`src/rtl/write_buffer.sv`:
```
// write_buffer: holds dirty cachelines evicted from the data RAM until main memory
// accepts them. Circular FIFO with same-line coalescing, a two-state valid/ready
// drain FSM, and a combinational lookup port that forwards buffered data to refills.
module write_buffer #(
  parameter int ADDR_WIDTH      = 32,
  parameter int CACHELINE_WIDTH = 128,
  parameter int OFFSET_WIDTH    = 4,
  parameter int DEPTH           = 4
) (
  input  logic                       clk,
  input  logic                       rst_n,
  // push side (data RAM eviction)
  input  logic                       write_buffer_en,
  input  logic [ADDR_WIDTH-1:0]      addr_to_write_buffer,
  input  logic [CACHELINE_WIDTH-1:0] data_to_write_buffer,
  output logic                       wb_full,
  output logic                       wb_empty,
  output logic                       wb_overflow,
  // drain side (main-memory write port)
  output logic                       mem_wr_valid,
  output logic [ADDR_WIDTH-1:0]      mem_wr_addr,
  output logic [CACHELINE_WIDTH-1:0] mem_wr_data,
  input  logic                       mem_wr_ready,
  // load-miss forwarding
  input  logic [ADDR_WIDTH-1:0]      lookup_addr,
  output logic                       lookup_hit,
  output logic [CACHELINE_WIDTH-1:0] lookup_data
);

  localparam int PTR_W = $clog2(DEPTH);
  localparam int CNT_W = PTR_W + 1;
  localparam logic [ADDR_WIDTH-1:0] LINE_MASK = {ADDR_WIDTH{1'b1}} << OFFSET_WIDTH;

  typedef enum logic [0:0] {
    IDLE = 1'b0,
    SEND = 1'b1
  } state_t;

  state_t                     state_reg, state_next;
  logic [PTR_W-1:0]           head_reg, tail_reg;
  logic [CNT_W-1:0]           count_reg, count_next;
  logic [DEPTH-1:0]           valid_reg;
  logic                       full_reg, empty_reg, overflow_reg;

  // Entry storage; contents are qualified by valid_reg, so never reset.
  logic [ADDR_WIDTH-1:0]      addr_mem [DEPTH];
  logic [CACHELINE_WIDTH-1:0] data_mem [DEPTH];

  logic [ADDR_WIDTH-1:0]      push_line;
  logic [ADDR_WIDTH-1:0]      look_line;
  logic [DEPTH-1:0]           push_match;
  logic [DEPTH-1:0]           look_match;
  logic [PTR_W-1:0]           age_idx [DEPTH];

  logic                       coal_hit;
  logic [PTR_W-1:0]           coal_idx;
  logic                       look_hit;
  logic [PTR_W-1:0]           look_idx;

  logic                       pop;
  logic                       push_coal;
  logic                       push_alloc;
  logic                       push_drop;

  assign push_line = addr_to_write_buffer & LINE_MASK;
  assign look_line = lookup_addr & LINE_MASK;

  // Per-entry line comparators. The head is excluded from coalescing only while
  // it is being transferred, so data already presented to memory never changes.
  generate
    for (genvar gi = 0; gi < DEPTH; gi++) begin : g_match
      assign push_match[gi] = valid_reg[gi] && (addr_mem[gi] == push_line) &&
                              !((state_reg == SEND) && (head_reg == PTR_W'(gi)));
      assign look_match[gi] = valid_reg[gi] && (addr_mem[gi] == look_line);
      // age_idx[0] is the oldest entry, age_idx[DEPTH-1] the youngest slot.
      assign age_idx[gi]    = head_reg + PTR_W'(gi);
    end
  endgenerate

  // Youngest-match select: walk from head towards tail, later matches win.
  always_comb begin
    coal_hit = 1'b0;
    coal_idx = '0;
    look_hit = 1'b0;
    look_idx = '0;
    for (int k = 0; k < DEPTH; k++) begin
      if (push_match[age_idx[k]]) begin
        coal_hit = 1'b1;
        coal_idx = age_idx[k];
      end
      if (look_match[age_idx[k]]) begin
        look_hit = 1'b1;
        look_idx = age_idx[k];
      end
    end
  end

  // Push/pop decode. Full uses the registered (pre-edge) count, so a push at
  // full is dropped even if a pop frees a slot on the same edge.
  always_comb begin
    pop        = (state_reg == SEND) && mem_wr_ready;
    push_coal  = write_buffer_en && coal_hit;
    push_alloc = write_buffer_en && !coal_hit && !full_reg;
    push_drop  = write_buffer_en && !coal_hit && full_reg;
  end

  // Occupancy after this edge.
  always_comb begin
    count_next = count_reg;
    if (push_alloc && !pop) begin
      count_next = count_reg + CNT_W'(1);
    end else if (!push_alloc && pop) begin
      count_next = count_reg - CNT_W'(1);
    end
  end

  // Entry data/address writes: allocation at tail or in-place coalesce.
  always_ff @(posedge clk) begin
    if (push_alloc) begin
      addr_mem[tail_reg] <= push_line;
      data_mem[tail_reg] <= data_to_write_buffer;
    end else if (push_coal) begin
      data_mem[coal_idx] <= data_to_write_buffer;
    end
  end

  // Pointers, occupancy, valid bits and status flags.
  always_ff @(posedge clk) begin
    if (!rst_n) begin
      head_reg     <= '0;
      tail_reg     <= '0;
      count_reg    <= '0;
      valid_reg    <= '0;
      full_reg     <= 1'b0;
      empty_reg    <= 1'b1;
      overflow_reg <= 1'b0;
    end else begin
      if (pop) begin
        head_reg            <= head_reg + PTR_W'(1);
        valid_reg[head_reg] <= 1'b0;
      end
      if (push_alloc) begin
        tail_reg            <= tail_reg + PTR_W'(1);
        valid_reg[tail_reg] <= 1'b1;
      end
      if (push_drop) begin
        overflow_reg <= 1'b1;
      end
      count_reg <= count_next;
      full_reg  <= (count_next == CNT_W'(DEPTH));
      empty_reg <= (count_next == '0);
    end
  end

  // Drain FSM state register.
  always_ff @(posedge clk) begin
    if (!rst_n) begin
      state_reg <= IDLE;
    end else begin
      state_reg <= state_next;
    end
  end

  // Drain FSM next-state: start once anything is buffered, stop when the
  // last entry has been accepted and nothing new was allocated.
  always_comb begin
    state_next = state_reg;
    case (state_reg)
      IDLE:    if (count_reg != '0) state_next = SEND;
      SEND:    if (pop && (count_next == '0)) state_next = IDLE;
      default: state_next = IDLE;
    endcase
  end

  // Drain FSM outputs: head entry presented only while sending, zero otherwise.
  always_comb begin
    mem_wr_valid = 1'b0;
    mem_wr_addr  = '0;
    mem_wr_data  = '0;
    if (state_reg == SEND) begin
      mem_wr_valid = 1'b1;
      mem_wr_addr  = addr_mem[head_reg];
      mem_wr_data  = data_mem[head_reg];
    end
  end

  // Forwarding and status outputs.
  always_comb begin
    lookup_hit  = look_hit;
    lookup_data = look_hit ? data_mem[look_idx] : '0;
    wb_full     = full_reg;
    wb_empty    = empty_reg;
    wb_overflow = overflow_reg;
  end

endmodule

```
`config.mk`:
```
export PLATFORM = sky130hd
export DESIGN_NAME = write_buffer
export DESIGN_NICKNAME = d
export VERILOG_FILES = /design/src/rtl/write_buffer.sv
export SDC_FILE = /design/constraint.sdc
export NUM_CORES = 1
export LEC_CHECK = 0
export CAP_MARGIN = 20
export CORE_MARGIN = 3
export CORE_UTILIZATION = 56
export CTS_BUF_LIST = sky130_fd_sc_hd__clkbuf_8
export CTS_CLUSTER_SIZE = 12
export DETAILED_ROUTE_END_ITERATION = 8
export GPL_TIMING_DRIVEN = 0
export PLACE_DENSITY = 0.83
export SLEW_MARGIN = 20
export SYNTH_ARGS = -nofsm -noshare
export SYNTH_HDL_FRONTEND = slang
export SYNTH_SLANG_ARGS = --single-unit
```
`constraint.sdc`:
```
create_clock -name clk -period 14.63 [get_ports clk]
set_input_delay 3.6575 -clock clk [delete_from_list [all_inputs] [get_ports clk]]
set_output_delay 3.6575 -clock clk [all_outputs]
set_load 0.02 [all_outputs]
```
==> metrics.txt <==
Post-Syn Area=31100 um^2; register area=19100 um^2; Cell variety after synth=47; grt met2 use=0.575; syn avg cell area=16.0 um^2; post-route setup slack=2.24 ns; mux cell area share after synthesis=0.197; Pwr Density=134 nW/um^2; Largest register FFs=512; Synth Flop Type=edfxtp_1; Max clock buf depth=3; most common cell after layout, fill and taps aside=edfxtp_1; vias in the first global route=21881; CP endpoint=lookup_data[9]; Setup Crit Path Kind=in -> out; Clk pwr share=0.293; CTS Root Cell=clkbuf_8; Initial Util=0.573; family with the most delay on the worst path=buffers and inverters; RSZ-0062 raised after global routing=false; Die H=242 um; DRT iter0 DRCs=2070; sequential share of power=0.422; Sink Count=641; Pleak=0.0144 uW; PortBufs=465; hold_buf cts=0; DR pass1 iterations=5; RR Endpoint=data_mem[0][98]$_DFFE_PP_; crit-path max cell delay=0.88 ns; Hold WS=0.489 ns; global route overflow=0; crit path capture type=output pin; full die area=58400 um^2; synthesized instance count=1946; total power=5290 uW; RePlAce Congestion=0.966; Site Rows=85; Worst Setup SP=lookup_addr[27]; combinational share of power=0.285; final hold vios=0; post-synthesis share of cell area spent on xor and xnor gates=0.0642; final worst path period share=0.847; Final Util=0.730; post-layout net count=2759; FILL cells=3330; initial antenna violation count=18; fmax=80.7 MHz; main combinational cell family by area after synthesis=multiplexers; IO Pins=489; gr busiest metal=met2; share of cells above drive strength 1=0.145; Synth Area in Simple Gates=0.0589; max-slew violations=0; H-tree Lvls=3; Bufs and invs on worst path=4; total CTS buffers=104; Area Overhead vs Synth=27.4%; CP cell instances=clkdlybuf4s50_1, xnor2_1, nand4_1, nor4_1, nand2_1, nor2_1, a21oi_1, o2bb2a_4, a21oi_1, clkbuf_1, clkbuf_1, o22ai_1, clkdlybuf4s50_1; CP Depth=13; Max FO, Critical Path=10; first-pass GRT wire length=146000 um; Core Box Area=54300 um^2; EDFF count, synth=624; met3 track utilization from global routing=0.107; final setup violating endpoints=0; compound-cell area share of the yosys netlist=0.0346; Post-CTS Setup Inserts=0; Synth Warn #=0; Clk pin slew, worst setup/hold paths=0.06 ns; Crit path arrival time=8.73 ns; Internal=3650 uW; die width=242 um; clk_skew=0.0474 ns; Post-DRT Antenna Nets=0; min-delay worst type=reg -> reg; Req. time, crit path=10.97 ns; R2R Setup Slk=9.16 ns; Post-route DRC=0; FF-to-FF Start=head_reg[0]$_SDFFE_PN0P_; Slowest cell on crit path=clkbuf_1; later-pin clock latency in the skew report=0.76 ns; number of gates resized after CTS=0; slew margin rel.=0.229; met1 usage=0.410; Via Count=21023; status=complete, no violations; FF+latch count, synth=641; CTS tree=built; Switching Share=0.311; Post-Synth Adder-Cell Area=0.00442; Placed Area=37600 um^2; pre-CTS WS=2.37 ns; Maximum Capacitance Violations=0; CP startpoint kind=input port; area occupied by multi-input gates=11200 um^2; hpwl dp=74800 um; Tmin final=12.39 ns; Synth async-reset ratio=0; largest net degree at the start of global routing=41; final WL=101000 um; slew of the pin with the lowest slew margin=1.16 ns; sequential share of the synthesized area=0.613; Worst VDD drop=0.123 mV; fin area=39600 um^2; wire per inst=29.9 um; R2R depth=15; Net Sw Power=1640 uW; via/cell ratio=6.21; total global-route track usage=0.341; commonest non-fill, non-tap cells in the layout=edfxtp_1, clkdlybuf4s50_1, mux2i_1, xnor2_1, and2_1
cells in the mapped netlist (19+ instances only):
library cell,instances,share of area
edfxtp_1,624,0.60
mux2i_1,260,0.084
xnor2_1,184,0.052
and2_1,164,0.033
mux4_2,157,0.11
o22ai_1,128,0.026
clkbuf_1,97,0.012
xor2_1,44,0.012
nand4_1,41,0.0082
nand2_1,30,0.0036
buf_6,27,0.0098
buf_1,23,0.0028
nand3_1,22,0.0035
nor2_1,21,0.0025
nor4_1,19,0.0038
worst min-delay path by stage:
stage	cells after the start	endpoint	startpoint
2_1_floorplan	2	valid_reg[1]$_SDFF_PN0_	valid_reg[1]$_SDFF_PN0_
3_3_place_gp	2	wb_overflow$_SDFFE_PN0P_	wb_overflow$_SDFFE_PN0P_
3_5_place_dp	2	wb_overflow$_SDFFE_PN0P_	wb_overflow$_SDFFE_PN0P_
4_1_cts	2	wb_overflow$_SDFFE_PN0P_	wb_overflow$_SDFFE_PN0P_
5_1_grt	2	wb_overflow$_SDFFE_PN0P_	wb_overflow$_SDFFE_PN0P_
6_report	2	wb_overflow$_SDFFE_PN0P_	wb_overflow$_SDFFE_PN0P_
per-layer routing:
layer,part of all wire,wire length (um)
met1,0.35,35900
met2,0.50,50600
met4,0.040,4080
met3,0.10,10600
met5,0.00098,99
per-stage QoR:
stage / setup TNS, ns / std cells
after detailed placement: 0 / 3185
after global routing: 0 / 3382
final: 0 / 3387
after floorplan: 0 / 1949
after CTS: 0 / 3373
after global placement: -1585.95 / 3153
area by class of cell:
cell class / count / share of cell area
antenna: 14 / 0.000884
multi-input combinational: 1141 / 0.283
tap: 739 / 0.0233
inverter: 9 / 0.000852
timing repair buffer: 497 / 0.138
buffer: 158 / 0.0207
clock buffer: 110 / 0.0382
sequential: 641 / 0.481
clock inverter: 78 / 0.0137
power groups by stage:
| stage | combinational (uW) | clock (uW) | sequential [uW] |
|---|---|---|---|
| floorplan | 806 | 0 | 2270 |
| global placement | 1440 | 0 | 2300 |
| detailed placement | 1490 | 0 | 2270 |
| CTS | 1500 | 1560 | 2230 |
| global route | 1570 | 1640 | 2250 |
| finish | 1510 | 1550 | 2240 |
logic make-up (layout without fill, tap and decap cells):
logic type,Yosys count,after routing
AOI/OAI and AO/OA,168,168
DFF,641,641
buffers and inverters,167,852
other,1,18
and+or+nand+nor,313,313
adders and majority gates,11,11
muxes,417,417
xor gates and xnor gates,228,228
worst min-delay path, cell delays in order (launching register included):
cell     delay [ns]
dfxtp_1        0.33
a31oi_1        0.05
nor2_1         0.07
No activity file was read; power rests on OpenSTA's default activity.
